===== config.mk =====
export PLATFORM = sky130hd
export DESIGN_NAME = mult_sequencer
export DESIGN_NICKNAME = d
export VERILOG_FILES = /design/src/rtl/mult_seq_pkg.sv /design/src/rtl/mult_sequencer.sv
export SDC_FILE = /design/constraint.sdc
export NUM_CORES = 1
export LEC_CHECK = 0
export CAP_MARGIN = 20
export CORE_UTILIZATION = 50
export CTS_BUF_LIST = sky130_fd_sc_hd__clkbuf_8
export DETAILED_ROUTE_END_ITERATION = 8
export DONT_BUFFER_PORTS = 1
export MAX_ROUTING_LAYER = met4
export SYNTH_ARGS = -nofsm -noshare
export SYNTH_HDL_FRONTEND = slang
export SYNTH_SLANG_ARGS = --single-unit
export TNS_END_PERCENT = 20

===== constraint.sdc =====
create_clock -name clock -period 2.6 [get_ports clock]
set_input_delay 0.52 -clock clock [delete_from_list [all_inputs] [get_ports clock]]
set_output_delay 0.52 -clock clock [all_outputs]
set_load 0.02 [all_outputs]

===== src/rtl/mult_seq_pkg.sv =====
// Shared types and constants for the shift-and-add multiply sequencer.
// Exposes the FSM state encoding and the default operand width.
package mult_seq_pkg;

  localparam int WIDTH_DEFAULT = 4;

  typedef enum logic [1:0] {
    IDLE = 2'd0,
    RUN  = 2'd1,
    DONE = 2'd2
  } state_t;

endpackage


===== src/rtl/mult_sequencer.sv =====
// Unsigned shift-and-add multiplier sequencer.
// Borrows an external shared ripple adder through the add_* ports.
module mult_sequencer
  import mult_seq_pkg::*;
#(
  parameter int WIDTH = WIDTH_DEFAULT
) (
  input  logic               clock,
  input  logic               n_reset,
  input  logic               start,
  input  logic [WIDTH-1:0]   mult_a,
  input  logic [WIDTH-1:0]   mult_b,
  output logic               busy,
  output logic               done,
  output logic [2*WIDTH-1:0] product,
  output logic [WIDTH-1:0]   add_x,
  output logic [WIDTH-1:0]   add_y,
  output logic               add_cin,
  input  logic [WIDTH:0]     add_sum
);

  localparam int CW = (WIDTH > 1) ? $clog2(WIDTH) : 1;
  localparam logic [CW-1:0] CNT_LAST = CW'(WIDTH - 1);

  state_t             state_q, state_d;
  logic [WIDTH-1:0]   reg_a_q, reg_a_d;
  logic [WIDTH-1:0]   acc_q, acc_d;
  logic [WIDTH-1:0]   lo_q, lo_d;
  logic [CW-1:0]      cnt_q, cnt_d;
  logic [2*WIDTH-1:0] product_q, product_d;

  always_ff @(posedge clock or negedge n_reset) begin
    if (!n_reset) begin
      state_q   <= IDLE;
      reg_a_q   <= '0;
      acc_q     <= '0;
      lo_q      <= '0;
      cnt_q     <= '0;
      product_q <= '0;
    end else begin
      state_q   <= state_d;
      reg_a_q   <= reg_a_d;
      acc_q     <= acc_d;
      lo_q      <= lo_d;
      cnt_q     <= cnt_d;
      product_q <= product_d;
    end
  end

  always_comb begin
    state_d   = state_q;
    reg_a_d   = reg_a_q;
    acc_d     = acc_q;
    lo_d      = lo_q;
    cnt_d     = cnt_q;
    product_d = product_q;
    add_x     = '0;
    add_y     = '0;
    add_cin   = 1'b0;
    unique case (state_q)
      IDLE: begin
        if (start) begin
          reg_a_d = mult_a;
          lo_d    = mult_b;
          acc_d   = '0;
          cnt_d   = '0;
          state_d = RUN;
        end
      end
      RUN: begin
        add_x = acc_q;
        add_y = lo_q[0] ? reg_a_q : '0;
        // Carry-out lands in acc MSB; sum LSB shifts into lo MSB.
        acc_d = add_sum[WIDTH:1];
        lo_d  = {add_sum[0], lo_q[WIDTH-1:1]};
        cnt_d = cnt_q + 1'b1;
        if (cnt_q == CNT_LAST) begin
          product_d = {add_sum, lo_q[WIDTH-1:1]};
          state_d   = DONE;
        end
      end
      DONE: begin
        state_d = IDLE;
      end
      default: begin
        state_d = IDLE;
      end
    endcase
  end

  assign busy    = (state_q == RUN) || (state_q == DONE);
  assign done    = (state_q == DONE);
  assign product = product_q;

endmodule


* Word-level counts from Yosys, hierarchy flattened
Cells that the tools add are included.
** Storage, ports and cells
- Input port bits :: 16
- Register bits :: 24
- Word-level logic and storage cells :: 31
** Cells by class
- Reductions and logical operators :: 7
- Eq/ne operators :: 5
- Multiplexer cells :: 12
- Add/sub/neg operators :: 1
** Operator list (count)
- 4-bit 2-to-1 mux :: 5
- 4-bit case mux with 2 select lines :: 2
- 2-bit case mux with 2 select lines :: 2
- 2-bit AND reduction :: 4
- 2-bit 2-to-1 mux :: 3
- 2-bit == test (second input constant) :: 2
- 2-bit != test (second input constant) :: 2
- 2-bit by 1-bit adder with 2-bit output (second input constant) :: 1
- 2-bit by 1-bit == test with 1-bit output (second input constant) :: 1
- 2-bit zero test :: 1
- 2-bit nonzero test :: 1
- 1-bit logical OR :: 1

* Depth between registers and ports, before layout
- Depth after elaboration :: 3
- Depth in mapped cells :: 7
- Mapped depth without buffers :: 5

* Least setup slack after synthesis
Ideal clock, no wire load.
- Path kind :: register -> output
- Start :: register state_q[1]
- End :: output port add_y[0]
- Slack :: 1.030 ns
- Required time :: 2.080 ns
- Cell stages (with the launch flop) :: 5
- Arrival :: 1.050 ns
- Path through :: dfrtp_1 -> inv_1 -> ha_1 -> buf_4 -> and3_1
** On the way
- Longest elaborated chain between the ends :: 2
** Ends and longest elaborated chain
- start, declared :: RTL line mult_sequencer.sv:25 : state_t state_q, state_d;
- start signal, assigned :: RTL line mult_sequencer.sv:41 : state_q <= state_d;
- 2-bit by 1-bit == test with 1-bit output :: RTL line mult_sequencer.sv:60 : unique case (state_q)
- 4-bit 2-to-1 mux :: RTL line mult_sequencer.sv:60
- end, declared :: RTL line mult_sequencer.sv:17 : output logic [WIDTH-1:0] add_y,
No other way between the ends.

* Final worst setup path
- Start :: register state_q[1]
- End :: output port add_y[1]
The elaborated chain is that of the path after synthesis.

==> key figures <==
Final layout
  • # diodes: 0
  • Synthesis-to-finish area growth: 6.46%
  • Final net count: 121
  • Layout cells sized above 1: 0.255
  • Number of fillers in the final layout: 171
  • Most common library cell in the layout ignoring fill and taps: sky130_fd_sc_hd__dfrtp_1
  • Most used cells in the layout excluding fill and tap cells: 24 x sky130_fd_sc_hd__dfrtp_1, 12 x sky130_fd_sc_hd__mux2_2, 9 x sky130_fd_sc_hd__nand2_1

Routing
  • Detail-routed net length per standard cell: 16.0 um
  • Number of DRC violations after detailed routing: 0
  • Number of vias after detailed routing: 677
  • Total Wirelength: 2010 um
  • Number of iterations in the first detailed-routing pass: 3
  • Post-detailed-route count of antenna-violating nets: 0
  • Mean number of vias per cell: 5.42
  • Initial drt markers: 4

Floorplan
  • I/O pins: 35
  • Die footprint: 0.00248 sq mm
  • Effective utilization at floorplan: 0.555
  • Standard-cell rows: 16
  • Core region area: 0.00206 sq mm
  • Die H: 49.8 um
  • Die Wd: 49.8 um

Synth
  • Avg Inst Size Synth: 11.9 sq um
  • Number of flops mapped to enable cells by yosys: 0
  • Synth Net Count: 117
  • Portion of the post-synthesis area used by sequential elements: 0.525
  • Most used flip-flop cell after synthesis: sky130_fd_sc_hd__dfrtp_1
  • Cells after synthesis: 96
  • Yosys warnings: 0
  • Ys async rst share: 1.00
  • Synth cell types: 26
  • Number of storage elements in the synthesis netlist: 24
  • Post-synthesis cell area: 0.00114 sq mm

Global routing
  • First-pass GRT wire length: 3370 um
  • Residual overflow from global routing: 0
  • Vias in the first global route: 686
  • Met2 GRT Util: 0.318
  • Overall global routing resource usage: 0.194
  • Most heavily used metal layer in global routing: met2
  • Met3 Track Usage GR: 0.0432
  • GR Util met1: 0.228
  • Number of antenna violations at the first check in global routing: 0
  • Largest net degree at the start of global routing: 25

Timing
  • Relative max-transition margin: 0.622
  • Ratio of final minimum period to clock period: 0.804
  • Final count of hold timing violations: 0
  • Final count of pins violating max slew: 0
  • Post-Route Hold Slack: 0.404 ns
  • Fin Clk Skew: 0.00278 ns
  • Min Tclk post-route: 2.09 ns
  • Setup tns final: 0 ns
  • Actual slew at the worst max-slew pin: 0.565 ns
  • Finish-stage setup viols: 0
  • Unrepaired setup endpoints after global routing: false
  • Highest clock frequency the design can meet: 479 MHz

Clocking
  • Number of gates given a new drive strength after cts: 0
  • Clock sink count: 24
  • CTS tree: built
  • Worst skew pair latency: 0.26 ns
  • Number of buffers between clock root and the deepest sink: 2
  • Total CTS buffers: 3
  • Root Driver: sky130_fd_sc_hd__clkbuf_8
  • Clock transition time at the flip-flop clock pins of the worst setup and hold paths: 0.08 ns
  • Depth of the CTS H-tree: 1

Worst setup path
  • Worst path cell trace: inv_1 -> ha_1 -> and3_1
  • Data arrival time of the worst path: 1.57 ns
  • Register-to-Register Setup Slack: 0.89 ns
  • Worst setup EP type: output port
  • Launch instance of the worst register-to-register path: state_q[1]
  • Critical Path Slowest Stage Cell: sky130_fd_sc_hd__ha_1
  • Start point of the critical path: state_q[1]
  • Worst Reg2Reg Path Length in Cells: 6
  • Endpoint of the worst register-to-register path: lo_q[2]
  • Endpoint required time on the critical path: 2.08 ns
  • Kind of critical path: reg2out
  • Biggest cell delay along the critical path: 0.44 ns
  • Maximum fanout along the worst path: 12
  • CP startpoint kind: flop

Worst hold path
  • Type of the most critical hold path: in2reg
  • Worst Hold Launch: mult_a[1]
  • Hold endpoint: reg_a_q[1]
  • Cell depth of the worst min-delay path: 1

Power
  • Power density over cell area: 1360 mW/mm^2
  • Leakage: 0.553 nW
  • Maximum VDD drop: 0.689 mV

Placement
  • Gpl congestion: 0.716
  • DP Wirelength: 1450 um
  • Port buffer count: 0

Run status
  • Run status: finished, final reports clean

Flow run
  • Max-Cap Viols: 0
==> critical path: cells and delay by family (launching register included) <==
kind / cells / cell delay (ns)
buffers and inverters: 1 / 0.11
flip-flops: 1 / 0.40
adder cells (fa/ha/maj): 1 / 0.44
AND/OR/NAND/NOR: 1 / 0.36
==> cells in the mapped netlist (2+ instances only) <==
library cell               n  area [sq um]
sky130_fd_sc_hd__nand2_1   9          33.8
sky130_fd_sc_hd__or2_1     2          12.5
sky130_fd_sc_hd__o221a_2   2          22.5
sky130_fd_sc_hd__o221a_1   2          22.5
sky130_fd_sc_hd__a21oi_1   4          20.0
sky130_fd_sc_hd__dfrtp_1  24           601
sky130_fd_sc_hd__and2_1    4          25.0
sky130_fd_sc_hd__and3_1    4          25.0
sky130_fd_sc_hd__nand2_2   2          12.5
sky130_fd_sc_hd__buf_4     3          22.5
sky130_fd_sc_hd__ha_1      5          62.6
sky130_fd_sc_hd__o21ai_0   6          30.0
sky130_fd_sc_hd__mux2_2   12           135
sky130_fd_sc_hd__inv_1     5          18.8
==> sequential cells by signal, summed over array words and instances, names as in the netlist <==
signal	cells
reg_a_q	4
acc_q	4
state_q	2
cnt_q	2
product	8
lo_q	4
==> cell families (layout without fill, tap and decap cells) <==
kind of cell | after synthesis | after routing | synth area share
fa+ha+maj | 5 | 5 | 0.0547
compound gates | 17 | 17 | 0.108
buf+inv | 9 | 11 | 0.0460
flops | 24 | 24 | 0.525
simple gates | 27 | 27 | 0.136
mux | 13 | 13 | 0.127
other cells | 1 | 1 | 0.00328
==> per-layer routing <==
metal	up-vias	share of wire
li1	335	-
met1	318	0.46
met2	19	0.48
met3	5	0.043
met4	0	0.017
met5	-	0
==> final cells by class <==
type | instances | area [sq um] | area share
multi-input combinational | 63 | 490 | 0.403
clock buffer | 3 | 41.3 | 0.0339
timing repair buffer | 3 | 32.5 | 0.0267
inverter | 5 | 18.8 | 0.0154
sequential | 24 | 601 | 0.493
tap | 27 | 33.8 | 0.0277
==> where the power goes <==
part	switching, mW	total [mW]	internal (mW)
clock	0.109	0.212	0.103
sequential	0.191	0.740	0.549
combinational	0.395	0.698	0.303
total	0.695	1.65	0.956
==> repair_timing <==
action                                  4_1_cts  5_1_grt
buffers inserted                              0        0
hold buffers                                  1        0
endpoints found under the setup margin        0        0
endpoints found under the hold margin        24        0
==> how the worst max path moves through the flow <==
stage / to / slack (ns)
after CTS: add_y[1] / 0.50
after detailed placement: add_y[1] / 0.79
after floorplan: add_y[0] / 1.03
after global placement: add_y[1] / 0.84
final: add_y[1] / 0.51
after global routing: add_y[3] / 0.41
==> metrics by stage <==
stage	area (sq um)	worst slack, ns	std cells	power [mW]	util
after floorplan	1140	1.03	96	1.34	-
after global placement	1150	0.844	120	1.42	0.558
after detailed placement	1150	0.789	120	1.45	0.558
after CTS	1200	0.498	124	1.67	0.583
after global routing	1220	0.405	125	1.78	0.590
final	1220	0.510	125	1.65	0.590
(Power assumes the default switching activity.)
